### config.mk
export PLATFORM = sky130hd
export DESIGN_NAME = video_scanout
export DESIGN_NICKNAME = d
export VERILOG_FILES = /design/src/rtl/video_pkg.sv /design/src/rtl/video_scanout_cram.sv /design/src/rtl/video_scanout.sv
export SDC_FILE = /design/constraint.sdc
export NUM_CORES = 1
export LEC_CHECK = 0
export ABC_AREA = 0
export BUFFER_PORTS_ARGS = -buffer_cell sky130_fd_sc_hd__buf_2
export CORE_ASPECT_RATIO = 1.25
export CORE_UTILIZATION = 56
export CTS_BUF_LIST = sky130_fd_sc_hd__clkbuf_8
export DETAILED_ROUTE_END_ITERATION = 8
export PLACE_DENSITY = 0.89
export RECOVER_POWER = 25
export SLEW_MARGIN = 20
export SYNTH_ARGS = -nofsm -noshare
export SYNTH_HDL_FRONTEND = slang
export SYNTH_SLANG_ARGS = --single-unit
### constraint.sdc
create_clock -name clk -period 2.33 [get_ports clk]
set_input_delay 0.3495 -clock clk [delete_from_list [all_inputs] [get_ports clk]]
set_output_delay 0.3495 -clock clk [all_outputs]
set_load 0.01 [all_outputs]
### src/rtl/video_pkg.sv
// Shared constants for the video scan-out stage: raster timing defaults, CRAM layout
// and colour-index helpers.
package video_pkg;

  localparam int unsigned H_TOTAL_DEF      = 342;
  localparam int unsigned H_ACTIVE_DEF     = 256;
  localparam int unsigned H_SYNC_START_DEF = 280;
  localparam int unsigned H_SYNC_LEN_DEF   = 26;
  localparam int unsigned V_TOTAL_DEF      = 262;
  localparam int unsigned V_ACTIVE_DEF     = 192;
  localparam int unsigned V_SYNC_START_DEF = 216;
  localparam int unsigned V_SYNC_LEN_DEF   = 3;

  localparam int unsigned CRAM_DEPTH = 32;
  localparam int unsigned CRAM_W     = 6;
  // CRAM entry layout is {B[1:0], G[1:0], R[1:0]}
  localparam int unsigned CRAM_R_LSB = 0;
  localparam int unsigned CRAM_G_LSB = 2;
  localparam int unsigned CRAM_B_LSB = 4;

  localparam logic [3:0]  TRANSPARENT  = 4'd0;
  localparam int unsigned LEFT_BLANK_W = 8;

  function automatic logic [3:0] expand2(input logic [1:0] c);
    return {c, c};
  endfunction

endpackage

### src/rtl/video_scanout_cram.sv
// 32x6 colour RAM: one write port, a registered scan-out read port and, when
// VIDEO_CRAM_READBACK_EN is defined, a second registered read port for CPU readback.
module cram_dp
  import video_pkg::*;
(
  input  logic       clk,
  input  logic       reset,
  input  logic       wr_en,
  input  logic [4:0] wr_addr,
  input  logic [5:0] wr_data,
  input  logic       rd_a_en,
  input  logic [4:0] rd_a_addr,
  output logic [5:0] rd_a_data
`ifdef VIDEO_CRAM_READBACK_EN
  ,
  input  logic [4:0] rd_b_addr,
  output logic [5:0] rd_b_data
`endif
);

  logic [CRAM_W-1:0] mem [CRAM_DEPTH];
  logic [CRAM_W-1:0] rd_a_q;

  // Array contents are deliberately left out of reset.
  always_ff @(posedge clk) begin
    if (wr_en) mem[wr_addr] <= wr_data;
  end

  // Whole-word reads: a write to the entry being read returns old or new, never a mix.
  always_ff @(posedge clk) begin
    if (reset)        rd_a_q <= '0;
    else if (rd_a_en) rd_a_q <= mem[rd_a_addr];
  end

  assign rd_a_data = rd_a_q;

`ifdef VIDEO_CRAM_READBACK_EN
  logic [CRAM_W-1:0] rd_b_q;

  always_ff @(posedge clk) begin
    if (reset) rd_b_q <= '0;
    else       rd_b_q <= mem[rd_b_addr];
  end

  assign rd_b_data = rd_b_q;
`endif

endmodule

### src/rtl/video_scanout.sv
// Raster timing, line-buffer scan-out, CRAM colour lookup, syncs and line/frame IRQs.
// Optional CRAM readback port enabled by defining VIDEO_CRAM_READBACK_EN.
module video_scanout
  import video_pkg::*;
#(
  parameter int unsigned H_TOTAL      = H_TOTAL_DEF,
  parameter int unsigned H_ACTIVE     = H_ACTIVE_DEF,
  parameter int unsigned H_SYNC_START = H_SYNC_START_DEF,
  parameter int unsigned H_SYNC_LEN   = H_SYNC_LEN_DEF,
  parameter int unsigned V_TOTAL      = V_TOTAL_DEF,
  parameter int unsigned V_ACTIVE     = V_ACTIVE_DEF,
  parameter int unsigned V_SYNC_START = V_SYNC_START_DEF,
  parameter int unsigned V_SYNC_LEN   = V_SYNC_LEN_DEF
) (
  input  logic       clk,
  input  logic       reset,
  input  logic       pix_ce,
  input  logic       display_en,
  input  logic       left_blank,
  input  logic [3:0] backdrop,
  input  logic [7:0] line_irq_reload,
  input  logic       line_irq_ack,
  input  logic       frame_irq_ack,
  input  logic       cram_wr,
  input  logic [4:0] cram_addr,
  input  logic [5:0] cram_wrdata,
  output logic [5:0] cram_rddata,
  output logic       render_start,
  output logic [7:0] render_line,
  output logic [7:0] linebuf_rdidx,
  input  logic [4:0] linebuf_data,
  output logic [8:0] vcount,
  output logic       line_irq,
  output logic       frame_irq,
  output logic [3:0] video_r,
  output logic [3:0] video_g,
  output logic [3:0] video_b,
  output logic       video_hs,
  output logic       video_vs,
  output logic       video_de
);

  localparam logic [8:0] HTotalM1   = 9'(H_TOTAL - 1);
  localparam logic [8:0] HActive    = 9'(H_ACTIVE);
  localparam logic [8:0] HSyncStart = 9'(H_SYNC_START);
  localparam logic [8:0] HSyncEnd   = 9'(H_SYNC_START + H_SYNC_LEN);
  localparam logic [8:0] VTotalM1   = 9'(V_TOTAL - 1);
  localparam logic [8:0] VActive    = 9'(V_ACTIVE);
  localparam logic [8:0] VSyncStart = 9'(V_SYNC_START);
  localparam logic [8:0] VSyncEnd   = 9'(V_SYNC_START + V_SYNC_LEN);
  localparam logic [8:0] LeftBlankW = 9'(LEFT_BLANK_W);

  logic [8:0] hcnt_q, hcnt_d, vcnt_q, vcnt_d;
  logic       h_last, v_last;
  logic [8:0] next_line;
  logic       line_start, render_req;
  logic       primed_q, render_start_q;
  logic [7:0] render_line_q;
  logic       act1_q, blank1_q, hs1_q, vs1_q;
  logic       de2_q, hs2_q, vs2_q;
  logic [3:0] colour;
  logic       use_backdrop;
  logic [4:0] pix_idx;
  logic [5:0] cram_q;
  logic [7:0] line_cnt_q, line_cnt_d;
  logic       irq_point, line_set, frame_set;
  logic       line_irq_q, frame_irq_q;

  assign h_last = (hcnt_q == HTotalM1);
  assign v_last = (vcnt_q == VTotalM1);

  always_comb begin
    hcnt_d = hcnt_q;
    vcnt_d = vcnt_q;
    if (pix_ce) begin
      hcnt_d = h_last ? '0 : hcnt_q + 9'd1;
      if (h_last) vcnt_d = v_last ? '0 : vcnt_q + 9'd1;
    end
  end

  // After reset the renderer has no valid line yet, so requests start with line 0
  // of the next frame (issued at the start of the last line).
  assign line_start = pix_ce && (hcnt_q == '0);
  assign next_line  = v_last ? '0 : vcnt_q + 9'd1;
  assign render_req = line_start && (next_line < VActive) && (primed_q || v_last);

  assign colour       = linebuf_data[3:0];
  assign use_backdrop = (colour == TRANSPARENT) || !display_en || (left_blank && blank1_q);
  assign pix_idx      = use_backdrop ? {1'b1, backdrop} : linebuf_data;

  assign irq_point = pix_ce && (hcnt_q == HActive);
  assign frame_set = irq_point && (vcnt_q == VActive);

  always_comb begin
    line_cnt_d = line_cnt_q;
    line_set   = 1'b0;
    if (irq_point) begin
      if (vcnt_q <= VActive) begin
        if (line_cnt_q == '0) begin
          line_set   = 1'b1;
          line_cnt_d = line_irq_reload;
        end else begin
          line_cnt_d = line_cnt_q - 8'd1;
        end
      end else begin
        line_cnt_d = line_irq_reload;
      end
    end
  end

  always_ff @(posedge clk) begin
    if (reset) begin
      hcnt_q         <= '0;
      vcnt_q         <= '0;
      primed_q       <= 1'b0;
      render_start_q <= 1'b0;
      render_line_q  <= '0;
      act1_q         <= 1'b0;
      blank1_q       <= 1'b0;
      hs1_q          <= 1'b0;
      vs1_q          <= 1'b0;
      de2_q          <= 1'b0;
      hs2_q          <= 1'b0;
      vs2_q          <= 1'b0;
      line_cnt_q     <= line_irq_reload;
      line_irq_q     <= 1'b0;
      frame_irq_q    <= 1'b0;
    end else begin
      hcnt_q         <= hcnt_d;
      vcnt_q         <= vcnt_d;
      render_start_q <= render_req;
      if (render_req) render_line_q <= next_line[7:0];
      if (line_start && v_last) primed_q <= 1'b1;
      if (pix_ce) begin
        act1_q   <= (hcnt_q < HActive) && (vcnt_q < VActive);
        blank1_q <= (hcnt_q < LeftBlankW);
        hs1_q    <= (hcnt_q >= HSyncStart) && (hcnt_q < HSyncEnd);
        vs1_q    <= (vcnt_q >= VSyncStart) && (vcnt_q < VSyncEnd);
        de2_q    <= act1_q;
        hs2_q    <= hs1_q;
        vs2_q    <= vs1_q;
      end
      line_cnt_q <= line_cnt_d;
      // Setting has priority over a simultaneous acknowledge.
      if (line_set)          line_irq_q  <= 1'b1;
      else if (line_irq_ack) line_irq_q  <= 1'b0;
      if (frame_set)          frame_irq_q <= 1'b1;
      else if (frame_irq_ack) frame_irq_q <= 1'b0;
    end
  end

  cram_dp u_cram (
    .clk      (clk),
    .reset    (reset),
    .wr_en    (cram_wr),
    .wr_addr  (cram_addr),
    .wr_data  (cram_wrdata),
    .rd_a_en  (pix_ce),
    .rd_a_addr(pix_idx),
    .rd_a_data(cram_q)
`ifdef VIDEO_CRAM_READBACK_EN
    ,
    .rd_b_addr(cram_addr),
    .rd_b_data(cram_rddata)
`endif
  );

`ifdef VIDEO_CRAM_READBACK_EN
`else
  assign cram_rddata = '0;
`endif

  assign linebuf_rdidx = hcnt_q[7:0];
  assign vcount        = vcnt_q;
  assign render_start  = render_start_q;
  assign render_line   = render_line_q;
  assign line_irq      = line_irq_q;
  assign frame_irq     = frame_irq_q;
  assign video_de      = de2_q;
  assign video_hs      = hs2_q;
  assign video_vs      = vs2_q;
  assign video_r       = de2_q ? expand2(cram_q[CRAM_R_LSB +: 2]) : 4'h0;
  assign video_g       = de2_q ? expand2(cram_q[CRAM_G_LSB +: 2]) : 4'h0;
  assign video_b       = de2_q ? expand2(cram_q[CRAM_B_LSB +: 2]) : 4'h0;

endmodule

# --- After elaboration in Yosys (flattened, before gate mapping) ---
# Memory sizes are Yosys's and may differ from the RTL's. A register that Yosys moved wholly into a read port is not among the register bits.
# Cells that the tools add are included.
totals:
  ff_bits: 45
  mem_bits_rw: 192
  in_bits: 36
  out_inout_bits: 49
  wordCells: 72
  memories: 1
op_classes:
  n_addsub: 3
  n_lt_le_gt_ge: 9
  eq_ne: 4
  muxes: 19
  n_reduce_logical: 21
memory_table:
  columns: ["name", "depth", "word_bits", "read_ports", "rd_clocked_by_memory_dff", "write_ports", "line", "text"]
  rows:
  - ["u_cram.mem", 32, 6, 1, 1, 1, "video_scanout_cram.sv:21", "logic [CRAM_W-1:0] mem [CRAM_DEPTH];"]
op_table:
  columns: ["cell", "count"]
  rows:
  - ["$mux W8", 4]
  - ["$eq A9 B9 Y1 const B", 3]
  - ["$lt A9 B8 Y1 const B", 3]
  - ["$add A9 B1 Y9 const B", 2]
  - ["$lt A9 B9 Y1 const B", 2]
  - ["$mux W9", 2]
  - ["$mux W4", 3]
  - ["$logic_and A1 B1 Y1", 10]
  - ["$eq A9 B8 Y1 const B", 1]
  - ["$ge A9 B8 Y1 const B", 1]
  - ["$ge A9 B9 Y1 const B", 1]
  - ["$le A9 B8 Y1 const B", 1]
  - ["$logic_not A9 Y1", 1]
  - ["$lt A9 B4 Y1 const B", 1]
  - ["$mux W1", 9]
  - ["$logic_not A8 Y1", 1]
  - ["$sub A8 B1 Y8 const B", 1]
  - ["$reduce_bool A2 Y1", 3]
  - ["$mux W5", 1]
  - ["$logic_not A4 Y1", 1]
  - ["$logic_or A1 B1 Y1", 3]
  - ["$reduce_and A2 Y1", 1]
  - ["$logic_not A1 Y1", 1]

# --- Longest topological paths before layout ---
logic_depth:
  word_depth: 5
  depth_mapped: 10
  mapped_depth_nobuf: 8

# --- Cells and area by module ---
# Synthesis repeated with hierarchy kept, for this count alone.
unflattened:
  cells_unflattened: 748
  hier_area_um2: 10537.6
by_module_without_submodules:
  columns: ["module", "n_inst", "cells_each", "area_per_inst_um2", "seq_area_each_um2"]
  rows:
  - ["cram_dp", 1, 462, 7902.6, 5885.6]
  - ["video_scanout", 1, 286, 2635.0, 980.9]

# --- Worst setup path after synthesis ---
# No wires, ideal clock.
synth_path:
  path_type: "input to register"
  startpoint: "input linebuf_data[1]"
  endpoint: "register u_cram.rd_a_q[1] (netlist: u_cram.rd_a_data[1]), read port of u_cram.mem"
  setup_time_ns: 0.127
  t_arrival_ns: 2.399
  t_required_ns: 2.203
  path_slack_ns: -0.196
  stages: 9
  n_path_buf: 2
  path_cell_list: "buf_6 nor4_2 o21ai_1 nand2_1 clkbuf_1 mux2_2 a221o_1 nor4_1 nor4_2"
synth_via:
  elab_chain_cells: 4
synth_lines:
  columns: ["item", "line", "text"]
  rows:
  - ["from (decl)", "video_scanout.sv:31", "input logic [4:0] linebuf_data,"]
  - ["$logic_not A4 Y1", "video_scanout.sv:88", "assign use_backdrop = (colour == TRANSPARENT) || !display_en || (left_blank && blank1_q);"]
  - ["$logic_or A1 B1 Y1 (2 in a row)", "video_scanout.sv:88", null]
  - ["$mux W5 *", "video_scanout.sv:89", "assign pix_idx = use_backdrop ? {1'b1, backdrop} : linebuf_data;"]
  - ["to (decl)", "video_scanout_cram.sv:22", "logic [CRAM_W-1:0] rd_a_q;"]
# Mark *: on every way between the ends. The rest lies on a longest branch, timed or not.
# A chain may end at the register's enable or synchronous reset.

# --- Worst setup path after layout ---
layout_path:
  startpoint: "register blank1_q"
  endpoint: "register u_cram.rd_a_q[0] (netlist: u_cram.rd_a_data[0]), read port of u_cram.mem"
layout_via:
  elab_chain_cells: 3
layout_lines:
  columns: ["item", "line", "text"]
  rows:
  - ["from (decl)", "video_scanout.sv:59", "logic act1_q, blank1_q, hs1_q, vs1_q;"]
  - ["from (signal assigned)", "video_scanout.sv:136", "blank1_q <= (hcnt_q < LeftBlankW);"]
  - ["$logic_and A1 B1 Y1", "video_scanout.sv:88", null]
  - ["$logic_or A1 B1 Y1", "video_scanout.sv:88", null]
  - ["$mux W5", "video_scanout.sv:89", null]
# No other way between the ends.

==> impl_metrics.yaml <==
outcome:
  status: "finished, violations left"
  violations: "design-rule violations, max-capacitance violations, max-slew violations, negative setup slack"
cts:
  clkTransAtPathRegs_ns: 0.07
  cts_tree: "yes"
  cts_sinks: 243
  cts_root_buffer: "clkbuf_8"
  clk_latency_ns: 0.54
  cts-htree-levels: 2
  cts_buffers: 37
  cts_hold_buffers: 0
  cts_max_path_buffers: 3
die:
  ios: 85
  rows: 56
  die_area_um2: 19590
  core_um2: 18710
  die_x_um: 125.4
  die_h_um: 156.2
  start_util_pct: 56.97
worst_hold_path:
  hp-class: "in -> reg"
  whs_path_depth: 3
  hold_start: "frame_irq_ack"
  min_to: "frame_irq"
critical_path:
  reg2regPathDepth: 10
  path_delay_family: "compound AO/OA/AOI/OAI gates"
  crit_chain: "a21boi_4, buf_6, a21boi_4, nor2_4, buf_12, o21ai_0, o21ai_2, nor4_4, buf_4, nor4_4"
  r2r_end: "u_cram.rd_a_data[0]"
  slowest_stage: "o21ai_2"
  crit_fanout: 8
  r2r_start: "blank1_q"
  r2r_setup_slack_ns: -0.16
  start_kind: "register"
  crit_required_ns: 2.76
  crit_buf_inv: 3
  cpPeakStageDelay_ns: 0.42
  path_class: "reg -> reg"
  critPathArrivalTime_ns: 2.92
  end_kind: "register"
grt:
  grt_max_degree: 37
  grt_pass1_vias: 7793
  antenna_found_initial: 0
  grt.total_usage_pct: 29.03
  gr-total-overflow: 0
  grt_pass1_wl_um: 42810
sta:
  setup_viol: 6
  drv_slew: 165
  setup_ws_ns: -0.1635
  post-route-period-util_pct: 107.0
  finalHoldViolCount: 0
  rsz0062_at_grt: "true"
  slew_headroom_pct: -14.13
  whs_ns: 0.1149
  min_period_ns: 2.493
  worstMarginPinSlew_ns: 1.712
  fmaxAchievable_mhz: 401.0
  skew_ns: 0.03060
layout:
  antenna_cells: 0
  nets: 1023
  final_cells: 1239
  multi_input_area_um2: 3709
  final_area_um2: 12970
  ff_latch_area_um2: 6868
  area_growth_pct: 21.67
  num-fill-cells: 1137
  drive_above_1_share_pct: 30.78
route:
  wl_um: 29680
  via_per_inst: 6.579
  dr.pass1.iters: 8
  antenna_left: 0
  wl_per_cell_um: 23.96
  first_iter_violations: 949
  vias: 8152
  drc_errors: 15
synth:
  synth_area_um2: 10660
  yosys.area_share.simple_pct: 13.09
  yosysTopAreaCell: "edfxtp_1"
  seq_area_frac_synth_pct: 64.43
  syn_avg_cell_area_um2: 13.11
  ys_top_cells_by_area: "edfxtp_1 (56%), dfxtp_1 (8.1%), nor2_1 (3.1%)"
  dominantRegCellSynth: "edfxtp_1"
  post-synth-top-area-fraction_pct: 56.35
  synthArstFlopShare_pct: 0
  synth-edff-count: 200
  synth.mux.area_fraction_pct: 6.516
  synth_compound_area_share_pct: 9.638
  ys_seq_elements: 243
  synthAdderAreaFrac_pct: 0.9392
  synth_top_family_by_area: "simple AND/OR/NAND/NOR gates"
  synth_cell_types: 67
  yosys.area_share.xor_xnor_pct: 1.808
  yosysWarnings: 0
  syn_inst: 813
placement:
  port_buffers: 78
  hpwlAfterDp_um: 17160
  place_inst: 1163
  place_congestion: 0.8773
  post_dp_cell_area_um2: 11840
power_and_ir_drop:
  leakagePower_nw: 4.816
  powerDensity_nw_per_um2: 730.2
  irDropWorstVdd_mv: 0.4680
  p_total_w: 0.009469
flow_run:
  maxCapViolCount: 5
registers in the layout, summed over array words and instances, names as in the netlist, 6 cells and up:
signal and cells:
hcnt_q 9, render_line 8, u_cram.rd_a_data 6, vcount 9
line_cnt_q 8, u_cram.mem 192
final cells by class:
cell class | count | share of cell area [%]
Clock buffer | 42 | 4.458
Clock inverter | 25 | 1.389
Inverter | 10 | 0.2895
Multi-Input combinational cell | 507 | 28.60
Sequential cell | 243 | 52.96
Tap cell | 232 | 2.239
Timing Repair Buffer | 180 | 10.06
worst register-to-register path, cell delays in order (launching register included):
cell and delay, ns:
dfxtp_2 0.34, a21boi_4 0.27, buf_6 0.15, a21boi_4 0.06, nor2_4 0.28, buf_12 0.18
o21ai_0 0.18, o21ai_2 0.42, nor4_4 0.10, buf_4 0.17, nor4_4 0.26
through the flow:
step / TNS (ns) / worst slack [ns] / utilization (%)
after global placement: -1.766 / -0.4629 / 63.31
final: -0.3884 / -0.1635 / 69.32
after detailed placement: -2.097 / -0.4784 / 63.31
after global routing: -0.8558 / -0.1628 / 69.32
after floorplan: 0 / 0.01787 / -
after CTS: 0 / 0.003044 / 68.03
report_power, final:
| group | internal (W) | switching, W | total (W) |
|---|---|---|---|
| Clock | 0.00198 | 0.00164 | 0.00363 |
| Combinational | 0.000421 | 0.000605 | 0.00103 |
| Sequential | 0.00477 | 0.0000449 | 0.00482 |
| Total | 0.00718 | 0.00229 | 0.00947 |
cell families after synthesis:
logic type,Yosys count
AO/OA/AOI/OAI,150
adder cells (fa/ha/maj),8
flip-flops,243
buffers and inverters,68
other,1
XOR/XNOR,22
multiplexers,53
AND/OR/NAND/NOR,268
Yosys cell counts, types with 6 or more instances:
cell         n
edfxtp_1   200
nor2_1      87
nand2_1     48
dfxtp_1     43
a21oi_1     35
and3_1      34
a211oi_1    30
mux2i_1     27
clkbuf_1    24
o21ai_0     24
buf_4       22
nand3_1     20
mux2_2      16
xnor2_1     13
nor4_1      12
a2111oi_0   10
inv_1       10
and2_1       9
xor2_1       9
ha_1         8
nand3b_1     8
nor3_1       7
o21bai_1     7
o22ai_1      7
nand2b_1     6
nor4_2       6
or3_1        6
metal layers:
layer	wire length, um	track usage (%)	vias up	share of wire (%)
li1	-	-	3414	-
met1	10180	33.62	3877	34
met2	14430	50.68	693	49
met3	3248	6.120	168	11
met4	1821	15.85	0	6.1
met5	0	0	-	0
cell usage in the layout (no fill, tap or decap), drive strengths merged, types with 29 or more instances in the layout:
cell type  netlist  layout
edfxtp         200     200
buf             34     172
nor2            88      88
nand2           50      50
clkbuf          24      49
dfxtp           43      43
a21oi           36      36
and3            34      34
a211oi          31      31
o21ai           29      29
worst max path at each step:
stage	from	to	cells past startpoint
2_1_floorplan	display_en	u_cram.rd_a_data[1]	9
6_report	blank1_q	u_cram.rd_a_data[0]	10
4_1_cts	blank1_q	u_cram.rd_a_data[1]	10
3_3_place_gp	linebuf_data[0]	u_cram.rd_a_data[0]	11
3_5_place_dp	linebuf_data[0]	u_cram.rd_a_data[0]	12
5_1_grt	blank1_q	u_cram.rd_a_data[2]	9
what timing repair did:
action,4_1_cts,5_1_grt
gates resized for setup,11,48
buffers inserted,4,2
setup endpoints to repair,6,15
cloned,1,2
pin swaps,2,10
Power figures use the tool's default switching activity.
